==> src/rtl/flag_status_unit.sv <==
// rtl/flag_status_unit.sv - architected N/Z/C/V flags, in-flight flag-write tracking and ID stall.
// Optional feature: FLAG_BYPASS_EN forwards the committing flags straight to the condition evaluator.
module flag_status_unit #(
    parameter int MAX_PENDING = 3,
    parameter int PEND_W      = 2
) (
    input  logic              clk,
    input  logic              reset,
    input  logic              ID_Valid,
    input  logic [3:0]        ID_Cond,
    input  logic              ID_S,
    input  logic              ID_Advance,
    input  logic              WB_Flag_We,
    input  logic              WB_N,
    input  logic              WB_Z,
    input  logic              WB_C,
    input  logic              WB_V,
    input  logic              Flush,
    output logic              N,
    output logic              Z,
    output logic              C,
    output logic              V,
    output logic              Cond_N,
    output logic              Cond_Z,
    output logic              Cond_C,
    output logic              Cond_V,
    output logic              Flag_Stall,
    output logic [PEND_W-1:0] Pending,
    output logic              Pend_Err
);

    localparam logic [PEND_W-1:0] PEND_MAX = PEND_W'(MAX_PENDING);
    localparam logic [PEND_W-1:0] PEND_ONE = PEND_W'(1);

    logic [3:0]        flags_q, flags_d;
    logic [PEND_W-1:0] pend_q, pend_d;
    logic              err_q, err_d;

    logic [3:0] wb_flags;
    logic [3:0] cond_flags;
    logic       reads_flags;
    logic       flags_not_ready;
    logic       raw, full, inc, dec;

    assign wb_flags    = {WB_N, WB_Z, WB_C, WB_V};
    // AL (1110) and the 1111 encoding are unconditional
    assign reads_flags = (ID_Cond[3:1] != 3'b111);

`ifdef FLAG_BYPASS_EN
    assign cond_flags      = WB_Flag_We ? wb_flags : flags_q;
    // the last outstanding write is forwarded in its own commit cycle
    assign flags_not_ready = (pend_q > PEND_ONE) | ((pend_q == PEND_ONE) & ~WB_Flag_We);
`else
    assign cond_flags      = flags_q;
    assign flags_not_ready = (pend_q != '0);
`endif

    assign dec        = WB_Flag_We & (pend_q != '0);
    assign raw        = reads_flags & flags_not_ready;
    assign full       = ID_S & (pend_q == PEND_MAX) & ~dec;
    assign Flag_Stall = ID_Valid & (raw | full);
    assign inc        = ID_Valid & ID_S & ID_Advance & ~Flag_Stall & ~Flush;

    always_comb begin
        flags_d = flags_q;
        pend_d  = pend_q;
        err_d   = err_q;
        if (WB_Flag_We) begin
            flags_d = wb_flags;
        end
        // a flush drops every younger in-flight producer, including this cycle's issue
        if (Flush) begin
            pend_d = '0;
        end else if (inc && !dec) begin
            pend_d = pend_q + PEND_ONE;
        end else if (dec && !inc) begin
            pend_d = pend_q - PEND_ONE;
        end
        if (WB_Flag_We && (pend_q == '0)) begin
            err_d = 1'b1;
        end
    end

    always_ff @(posedge clk) begin
        if (reset) begin
            flags_q <= 4'b0000;
            pend_q  <= '0;
            err_q   <= 1'b0;
        end else begin
            flags_q <= flags_d;
            pend_q  <= pend_d;
            err_q   <= err_d;
        end
    end

    assign {N, Z, C, V}                     = flags_q;
    assign {Cond_N, Cond_Z, Cond_C, Cond_V} = cond_flags;
    assign Pending                          = pend_q;
    assign Pend_Err                         = err_q;

endmodule

==> config.mk <==
export PLATFORM = sky130hd
export DESIGN_NAME = flag_status_unit
export DESIGN_NICKNAME = d
export VERILOG_FILES = /design/src/rtl/flag_status_unit.sv
export SDC_FILE = /design/constraint.sdc
export NUM_CORES = 1
export LEC_CHECK = 0
export BUFFER_PORTS_ARGS = -buffer_cell sky130_fd_sc_hd__buf_2
export CORE_AREA = 2 2 39 41
export DETAILED_ROUTE_END_ITERATION = 8
export DIE_AREA = 0 0 41 43
export HOLD_SLACK_MARGIN = 0.15
export PLACE_DENSITY_LB_ADDON = 0.25
export SETUP_SLACK_MARGIN = 0.15
export SYNTH_ARGS = -nofsm -noshare
export SYNTH_HDL_FRONTEND = slang
export SYNTH_SLANG_ARGS = --single-unit
==> constraint.sdc <==
create_clock -name clk -period 1.9 [get_ports clk]
set_clock_uncertainty 0.2 [all_clocks]
set_input_delay 0 -clock clk [delete_from_list [all_inputs] [get_ports clk]]
set_output_delay 0 -clock clk [all_outputs]
set_load 0.05 [all_outputs]
### After elaboration in Yosys (flattened, before gate mapping)

Cells that the tools add are included.
W data, S select, Z words.

| word-level totals | value |
|---|---|
| logic and storage cells | 31 |
| input port bits | 15 |
| bits in registers | 7 |

| operators by class | value |
|---|---|
| equality and inequality tests | 2 |
| multiplexer cells | 2 |
| reductions and logical operators | 9 |
| add/subtract/negate cells | 2 |
| bitwise gates (word level) | 13 |

Operators with widths:

| operator | number |
|---|---|
| $and A1 B1 Y1 | 9 |
| $mux W2 | 2 |
| $reduce_bool A2 Y1 | 2 |
| $logic_and A1 B1 Y1 | 3 |
| $ne A3 B3 Y1 const B | 1 |
| $not A1 Y1 | 3 |
| $add A2 B1 Y2 const B | 1 |
| $eq A2 B2 Y1 const B | 1 |
| $logic_not A1 Y1 | 2 |
| $logic_not A2 Y1 | 1 |
| $reduce_or A2 Y1 | 1 |
| $sub A2 B1 Y2 const B | 1 |
| $or A1 B1 Y1 | 1 |

### Logic depth before layout (Yosys ltp)

Gate-level depths: netlist (run 1).

| logic depth | value |
|---|---|
| depth after elaboration | 13 |
| depth in mapped cells | 8 |

### Least setup slack after synthesis (run 1)

OpenSTA, ideal clock, no wires.

| path | value |
|---|---|
| path kind | flip-flop to flip-flop |
| from | register pend_q[0], in the netlist Pending[0] |
| to | register pend_q[1], in the netlist Pending[1] |
| path buffers | 0 |
| stages on the path, launching flop included | 7 |
| clock period less this slack | 2459 ps |
| path slack | -559 ps |
| required time | 1621 ps |
| data arrival time | 2180 ps |
| path through | dfxtp_1 -> and4b_2 -> a211oi_1 -> nor2_1 -> ha_1 -> or3_1 -> a211oi_2 |

| between the ends | value |
|---|---|
| longest elaborated chain between the ends | 12 |
| elaborated cells on any way between the ends | 21 |
| those cells by class | 2 x add/sub; 1 x eq/ne; 2 x mux; 10 x bitwise; 6 x reduce/logical |

Ends and longest elaborated chain:

| element | RTL line | source |
|---|---|---|
| start, declared | 36 | `logic [PEND_W-1:0] pend_q, pend_d;` |
| start signal, assigned | 91 | `pend_q <= pend_d;` |
| $reduce_bool A2 Y1 | 55, 58 |  |
| $and A1 B1 Y1 | 58 | `assign dec = WB_Flag_We & (pend_q != '0);` |
| $not A1 Y1 | 60 | `assign full = ID_S & (pend_q == PEND_MAX) & ~dec;` |
| $and A1 B1 Y1 | 60 |  |
| $or A1 B1 Y1 | 61 | `assign Flag_Stall = ID_Valid & (raw \| full);` |
| $and A1 B1 Y1 | 61 |  |
| $not A1 Y1 | 62 | `assign inc = ID_Valid & ID_S & ID_Advance & ~Flag_Stall & ~Flush;` |
| $and A1 B1 Y1 (2 in series) | 62 |  |
| $logic_not A1 Y1 | 76 | `end else if (dec && !inc) begin` |
| $logic_and A1 B1 Y1 | 76 |  |
| $reduce_bool A2 Y1 (no line) | -- |  |

Parallel ways exist; a longest one is shown, timed or not. The select of a mux whose other input is x is not followed.
A chain may end at the register's enable or synchronous reset.

### Final worst setup path (run 1)

Ends and elaborated chain as after synthesis.

==> results of run 1 <==
==> where the power goes <==
group | total [mW] | switching (mW) | internal [mW]
Combinational | 0.122 | 0.0728 | 0.0497
Clock | 0.133 | 0.0557 | 0.0769
Sequential | 0.157 | 0.00474 | 0.153
Total | 0.412 | 0.133 | 0.279
==> state kept, by name, summed over array words and instances (netlist names) <==
register / cells
cond_flags: 4
Pend_Err: 1
Pending: 2
==> final cells by class <==
| type | count | area (um2) | share of cell area |
|---|---|---|---|
| Timing Repair Buffer | 38 | 247.7 | 0.3913 |
| Multi-Input combinational cell | 26 | 190.2 | 0.3004 |
| Sequential cell | 7 | 147.6 | 0.2332 |
| Clock buffer | 3 | 22.52 | 0.03557 |
| Tap cell | 16 | 20.02 | 0.03162 |
| Clock inverter | 1 | 5.005 | 0.007905 |
==> layout by cell type, fill, tap and decap left out, drive strengths merged <==
cell type / n
a211oi: 2
a21oi: 1
and2: 1
and3: 1
and4b: 1
buf: 28
clkbuf: 3
clkinv: 1
dfxtp: 7
dlygate4sd3: 10
ha: 1
mux2i: 4
nand3b: 1
nand4b: 1
nor2: 7
nor3: 1
o21ai: 2
or3: 1
xor2: 2
==> through the flow <==
| stage | total power, mW | utilization | setup WS, ns |
|---|---|---|---|
| after detailed placement | 0.2635 | 0.3653 | -0.05324 |
| after CTS | 0.4197 | 0.4575 | -0.07217 |
| final | 0.4124 | 0.4575 | -0.06722 |
| after global placement | 0.2632 | 0.3653 | -0.03683 |
| after global routing | 0.4415 | 0.4575 | -0.1798 |
| after floorplan | 0.2363 | - | -0.1252 |
==> worst max-delay path by stage <==
stage / depth (start not counted) / to / slack (ns) / start
2_1_floorplan: 7 / Pending[1]$_SDFFE_PP0P_ / -0.13 / Pending[0]$_SDFFE_PP0P_
3_3_place_gp: 7 / Pending[1]$_SDFFE_PP0P_ / -0.04 / Pending[0]$_SDFFE_PP0P_
3_5_place_dp: 7 / Pending[1]$_SDFFE_PP0P_ / -0.05 / Pending[0]$_SDFFE_PP0P_
4_1_cts: 7 / Pending[1]$_SDFFE_PP0P_ / -0.07 / Pending[0]$_SDFFE_PP0P_
5_1_grt: 7 / Pending[1]$_SDFFE_PP0P_ / -0.18 / Pending[0]$_SDFFE_PP0P_
6_report: 7 / Pending[1]$_SDFFE_PP0P_ / -0.07 / Pending[0]$_SDFFE_PP0P_
==> routing by layer <==
layer	part of all wire	global-route usage	up-vias
li1	-	-	203
met1	0.43	0.1314	179
met2	0.47	0.1563	17
met3	0.096	0.04712	0
met4	0	0.06000	0
met5	0	0	-
==> cells by family after synthesis <==
family | Yosys count | share of synthesized area
adder cells (fa/ha/maj) | 1 | 0.03496
AND/OR/NAND/NOR | 14 | 0.2168
flip-flops | 7 | 0.3916
multiplexers | 4 | 0.1119
AO/OA/AOI/OAI | 5 | 0.09789
XOR/XNOR | 2 | 0.04896
buffers and inverters | 5 | 0.09789
==> worst max-delay path, stage by stage, from the launching register on <==
cell and delay, ns:
dfxtp_4 0.34, and4b_2 0.22, a211oi_2 0.18, nor2_1 0.07
ha_2 0.17, xor2_1 0.14, or3_1 0.39, a211oi_2 0.17
==> what timing repair did <==
item,in CTS,in global routing
cloned,0,0
hold endpoints to repair,7,2
gates resized for setup,0,0
endpoints found under the setup margin,1,1
==> results.ini, run 1 <==
[timing]
tns_ns=-0.06722
final.setup.worst_slack_ns=-0.06722
fmax_mhz=508.3
setup_viol=1
hold_slack_ns=-0.2575
final_max_slew_viol_count=0
hold_viol_final=2
relSlewSlack=0.8340
period_share=1.035
rsz0062_at_grt=true
fin_crit_ns=1.967
tightestPinTransition_ns=0.2508

[yosys]
yosysTopAreaCell=dfxtp_1
ys_types=18
netlist_instances=38
ys_ff_latch=7
synth_warnings=0
avgSynthCellArea_um2=9.417
netlist_top_cells_count=dfxtp_1 (7), nor2_1 (7), buf_4 (4), mux2i_1 (4)
synth_area_um2=357.8
synth_largest_type_area_fraction=0.3916
yosysSeqAreaShare=0.3916
synth_flop_cell=dfxtp_1
syn_nets=54
synth_edf_count=0
synth_area_leaders=dfxtp_1 (39%), mux2i_1 (11%), buf_4 (8.4%), nor2_1 (7.3%), xor2_1 (4.9%)
synth_async_sr_flop_share=0

[global_route]
antenna_found_initial=0
grt_pass1_wl_um=1262
grt_util_all_layers=0.1093
grt_max_degree=8
overflow=0
grt_pass1_vias=331

[placed_design]
placed_cells=77
place_congestion=0.5384
hpwl_um=603.1
io_buffers=25
dpl-instance-area_um2=505.5

[floorplan]
die_area_mm2=0.001763
fp.dieH_um=43
num_io_pins=27
core_mm2=0.001384
num_rows=14
start_util=0.2586
die_w_um=41

[final_layout]
layout.cells.non_filler=91
nFillCells=138
fin_area_um2=633.1
area_growth_syn_to_layout_pct=76.92
diodes=0
drive_gt1_frac=0.5067
final_nets=92

[pwr]
leakagePower_nw=0.3219
vdd_ir_drop_max_mv=0.3345
power_density_mw_per_mm2=651.3

[setup_path]
worstSetupEndpointType=flop
worstPathArrival_ns=1.94
rr_worst_depth=7
cp.required_ns=1.87
reg2reg_to=Pending[1]$_SDFFE_PP0P_
crit_path_max_fanout=3
r2r_setup_slack_ns=-0.07
crit_type=flop to flop
start_kind=flop
r2r_start=Pending[0]$_SDFFE_PP0P_

[routing]
firstDrtPassIters=2
antenna_left=0
drtIter0Drc=1
wl_per_cell_um=9.077
drcViolationCount=0
viasPerCell=4.385
drt-total-wl_um=826
via_count=399

[run]
maxCapViolations=0

[cts]
clockBufferDepth=2
clkLatencyLatePin_ns=0.25
numCtsBuffers=3
cts_max_level=1
holdBufCountCts=10
cts_sinks=7
clk_pin_slew_ns=0.06
post_cts_buffers=0
cts_tree=done
clock-root-buffer=clkbuf_4

[min_path]
hold_class=primary input to flop
hp-start=Flush
holdPathStages=2
holdPathEnd=Pending[1]$_SDFFE_PP0P_

[run_status]
outcome=finished, violations left
violations=negative hold slack, negative setup slack

(Power assumes the default switching activity.)
==> run 2: changes to the inputs <==
--- a/config.mk
+++ b/config.mk
@@ -11,5 +11,4 @@
 export DIE_AREA = 0 0 41 43
 export HOLD_SLACK_MARGIN = 0.15
-export PLACE_DENSITY_LB_ADDON = 0.25
 export SETUP_SLACK_MARGIN = 0.15
 export SYNTH_ARGS = -nofsm -noshare
==> constraint.sdc (replaced) <==
create_clock -name clk -period 1.9 [get_ports clk]
set_clock_uncertainty 0.2 [all_clocks]
set_input_delay 0.095 -clock clk [delete_from_list [all_inputs] [get_ports clk]]
set_output_delay 0.095 -clock clk [all_outputs]
set_load 0.05 [all_outputs]
==> run 2 against run 1 <==
  * The run ends with negative setup slack left
  * Combinational power hardly changed
  * Core utilization is 0.63 points higher
  * Fmax is 1.7% higher
  * Sequential cell count stayed put
  * Sequential power hardly changed
  * Final area is 1.4% higher
  * Largest power group unchanged
  * Highest routed layer is now met4
  * Worst setup slack better by 0.032 ns
  * Final cell count is 1.1% higher
  * Die area stayed put
  * Critical endpoint unchanged
  * Critical path type unchanged
  * Clock power hardly changed
==> results.ini, run 2 (same netlist as run 1, synthesis figures left out) <==
[run_status]
outcome=finished, violations left
violations=negative setup slack

[timing]
final_max_slew_viol_count=0
hold_slack_ns=0.3086
rsz0062_at_grt=true
setup_viol=1
fmax_mhz=516.8
tightestPinTransition_ns=0.2520
fin_crit_ns=1.935
tns_ns=-0.03488
final.setup.worst_slack_ns=-0.03488
relSlewSlack=0.8332
period_share=1.018
hold_viol_final=0

[pwr]
leakagePower_nw=0.3233
power_density_mw_per_mm2=648.3
combinationalPowerShare=0.299
intPower_mw=0.2840
clkPwrFrac=0.323
switchingPower_mw=0.1322
sw_frac_of_total=0.3176
seq_power_share=0.378
vdd_ir_drop_max_mv=0.3601

[setup_path]
worstPathArrival_ns=1.90
crit_chain=and4b_2, a211oi_2, nor2_1, ha_2, xor2_1, or3_1, a211oi_2
worstSetupEndpointType=flop
crit_top_cell=a211oi_2
crit_type=flop to flop
crit_family=simple AND/OR/NAND/NOR gates
cp.required_ns=1.86
crit_path_max_fanout=3
cp_slowest_cell=or3_1
cp.buffers_inverters=0
start_kind=flop
critical-path-max-stage-delay_ns=0.38

[global_route]
use_met1=0.1331
grt_pass1_wl_um=1442
antenna_found_initial=0
grt_util_all_layers=0.1208
overflow=0
global_route.peak_usage_layer=met2
use_met3=0.03141
grt_max_degree=8
grt_pass1_vias=392
use_met2=0.1906

[floorplan]
start_util=0.2586
num_io_pins=27
die_area_mm2=0.001763
die_w_um=41
core_mm2=0.001384
fp.dieH_um=43
num_rows=14

[cts]
clockBufferDepth=2
clk_pin_slew_ns=0.05
cts_max_level=1
cts_tree=done
numCtsBuffers=3
cts_sinks=7
clkLatencyLatePin_ns=0.24
clock-root-buffer=clkbuf_4

[routing]
drcViolationCount=0
drtIter0Drc=7
firstDrtPassIters=2
via_count=393
viasPerCell=4.272
drt-total-wl_um=876
wl_per_cell_um=9.522
antenna_left=0

[placed_design]
io_buffers=25
hpwl_um=615.1
place_congestion=0.5349
dpl-instance-area_um2=505.5

[min_path]
hold_class=primary input to flop

[final_layout]
area_growth_syn_to_layout_pct=79.37
ff_latch_area_um2=147.6
multiInputGateArea_um2=190.2
mostFrequentLayoutCells=buf_2 (25), dlygate4sd3_1 (11), nor2_1 (7), dfxtp_1 (5), mux2i_1 (4)
layout_commonest_cell=buf_2
final_nets=93
diodes=0
largest_reg_flops=4
nFillCells=140
fin_area_um2=641.9
drive_gt1_frac=0.4868

[run]
maxCapViolations=0

==> run 2: metal layers <==
metal  share of wire  routed length (um)  vias up
li1                -                   -      209
met1            0.41                 363      166
met2            0.48                 418       16
met3            0.10                  91        2
met4          0.0046                   4        0
met5               0                   0        -
==> run 2: cell type report <==
class                           count  area share
Clock buffer                        4     0.04094
Multi-Input combinational cell     26      0.2963
Sequential cell                     7      0.2300
Tap cell                           16     0.03119
Timing Repair Buffer               39      0.4016
==> run 2: through the flow <==
step | cells | utilization | power [mW] | setup slack [ns]
6_report | 92 | 0.4638 | 0.4161 | -0.03488
5_1_grt | 92 | 0.4638 | 0.4393 | -0.1103
4_1_cts | 91 | 0.4566 | 0.4156 | -0.04949
3_5_place_dp | 77 | 0.3653 | 0.2637 | -0.03255
3_3_place_gp | 77 | 0.3653 | 0.2630 | -0.04246
2_1_floorplan | 38 | - | 0.2363 | -0.1252
==> run 2: final timing paths <==
| path | from | end | slack [ns] | cells past startpoint |
|---|---|---|---|---|
| worst max-delay path | Pending[0]$_SDFFE_PP0P_ | Pending[1]$_SDFFE_PP0P_ | -0.03 | 7 |
| worst min-delay path | ID_Advance | Pending[1]$_SDFFE_PP0P_ | 0.31 | 6 |
| worst max register to register | Pending[0]$_SDFFE_PP0P_ | Pending[1]$_SDFFE_PP0P_ | -0.03 | 7 |
| worst min register to register | Pending[1]$_SDFFE_PP0P_ | Pending[1]$_SDFFE_PP0P_ | 0.47 | 3 |
==> run 2: power groups by stage <==
| stage | logic (mW) | registers, mW | clock network (mW) |
|---|---|---|---|
| 3_5_place_dp | 0.103 | 0.160 | 0 |
| 6_report | 0.124 | 0.157 | 0.134 |
| 5_1_grt | 0.134 | 0.158 | 0.147 |
| 4_1_cts | 0.124 | 0.157 | 0.135 |
| 2_1_floorplan | 0.0482 | 0.188 | 0 |
| 3_3_place_gp | 0.103 | 0.160 | 0 |
==> run 2: repair_timing <==
| item | 4_1_cts | 5_1_grt |
|---|---|---|
| setup buffers | 0 | 0 |
| hold buffers | 10 | 1 |
| endpoints found under the hold margin | 7 | 2 |
| gates resized for setup | 0 | 0 |
| endpoints found under the setup margin | 1 | 1 |
==> run 2: worst reg2reg max path, cell delays in order, from the launching register on <==
cell and delay, ns:
dfxtp_4 0.34, and4b_2 0.22, a211oi_2 0.17, nor2_1 0.07
ha_2 0.17, xor2_1 0.14, or3_1 0.38, a211oi_2 0.17
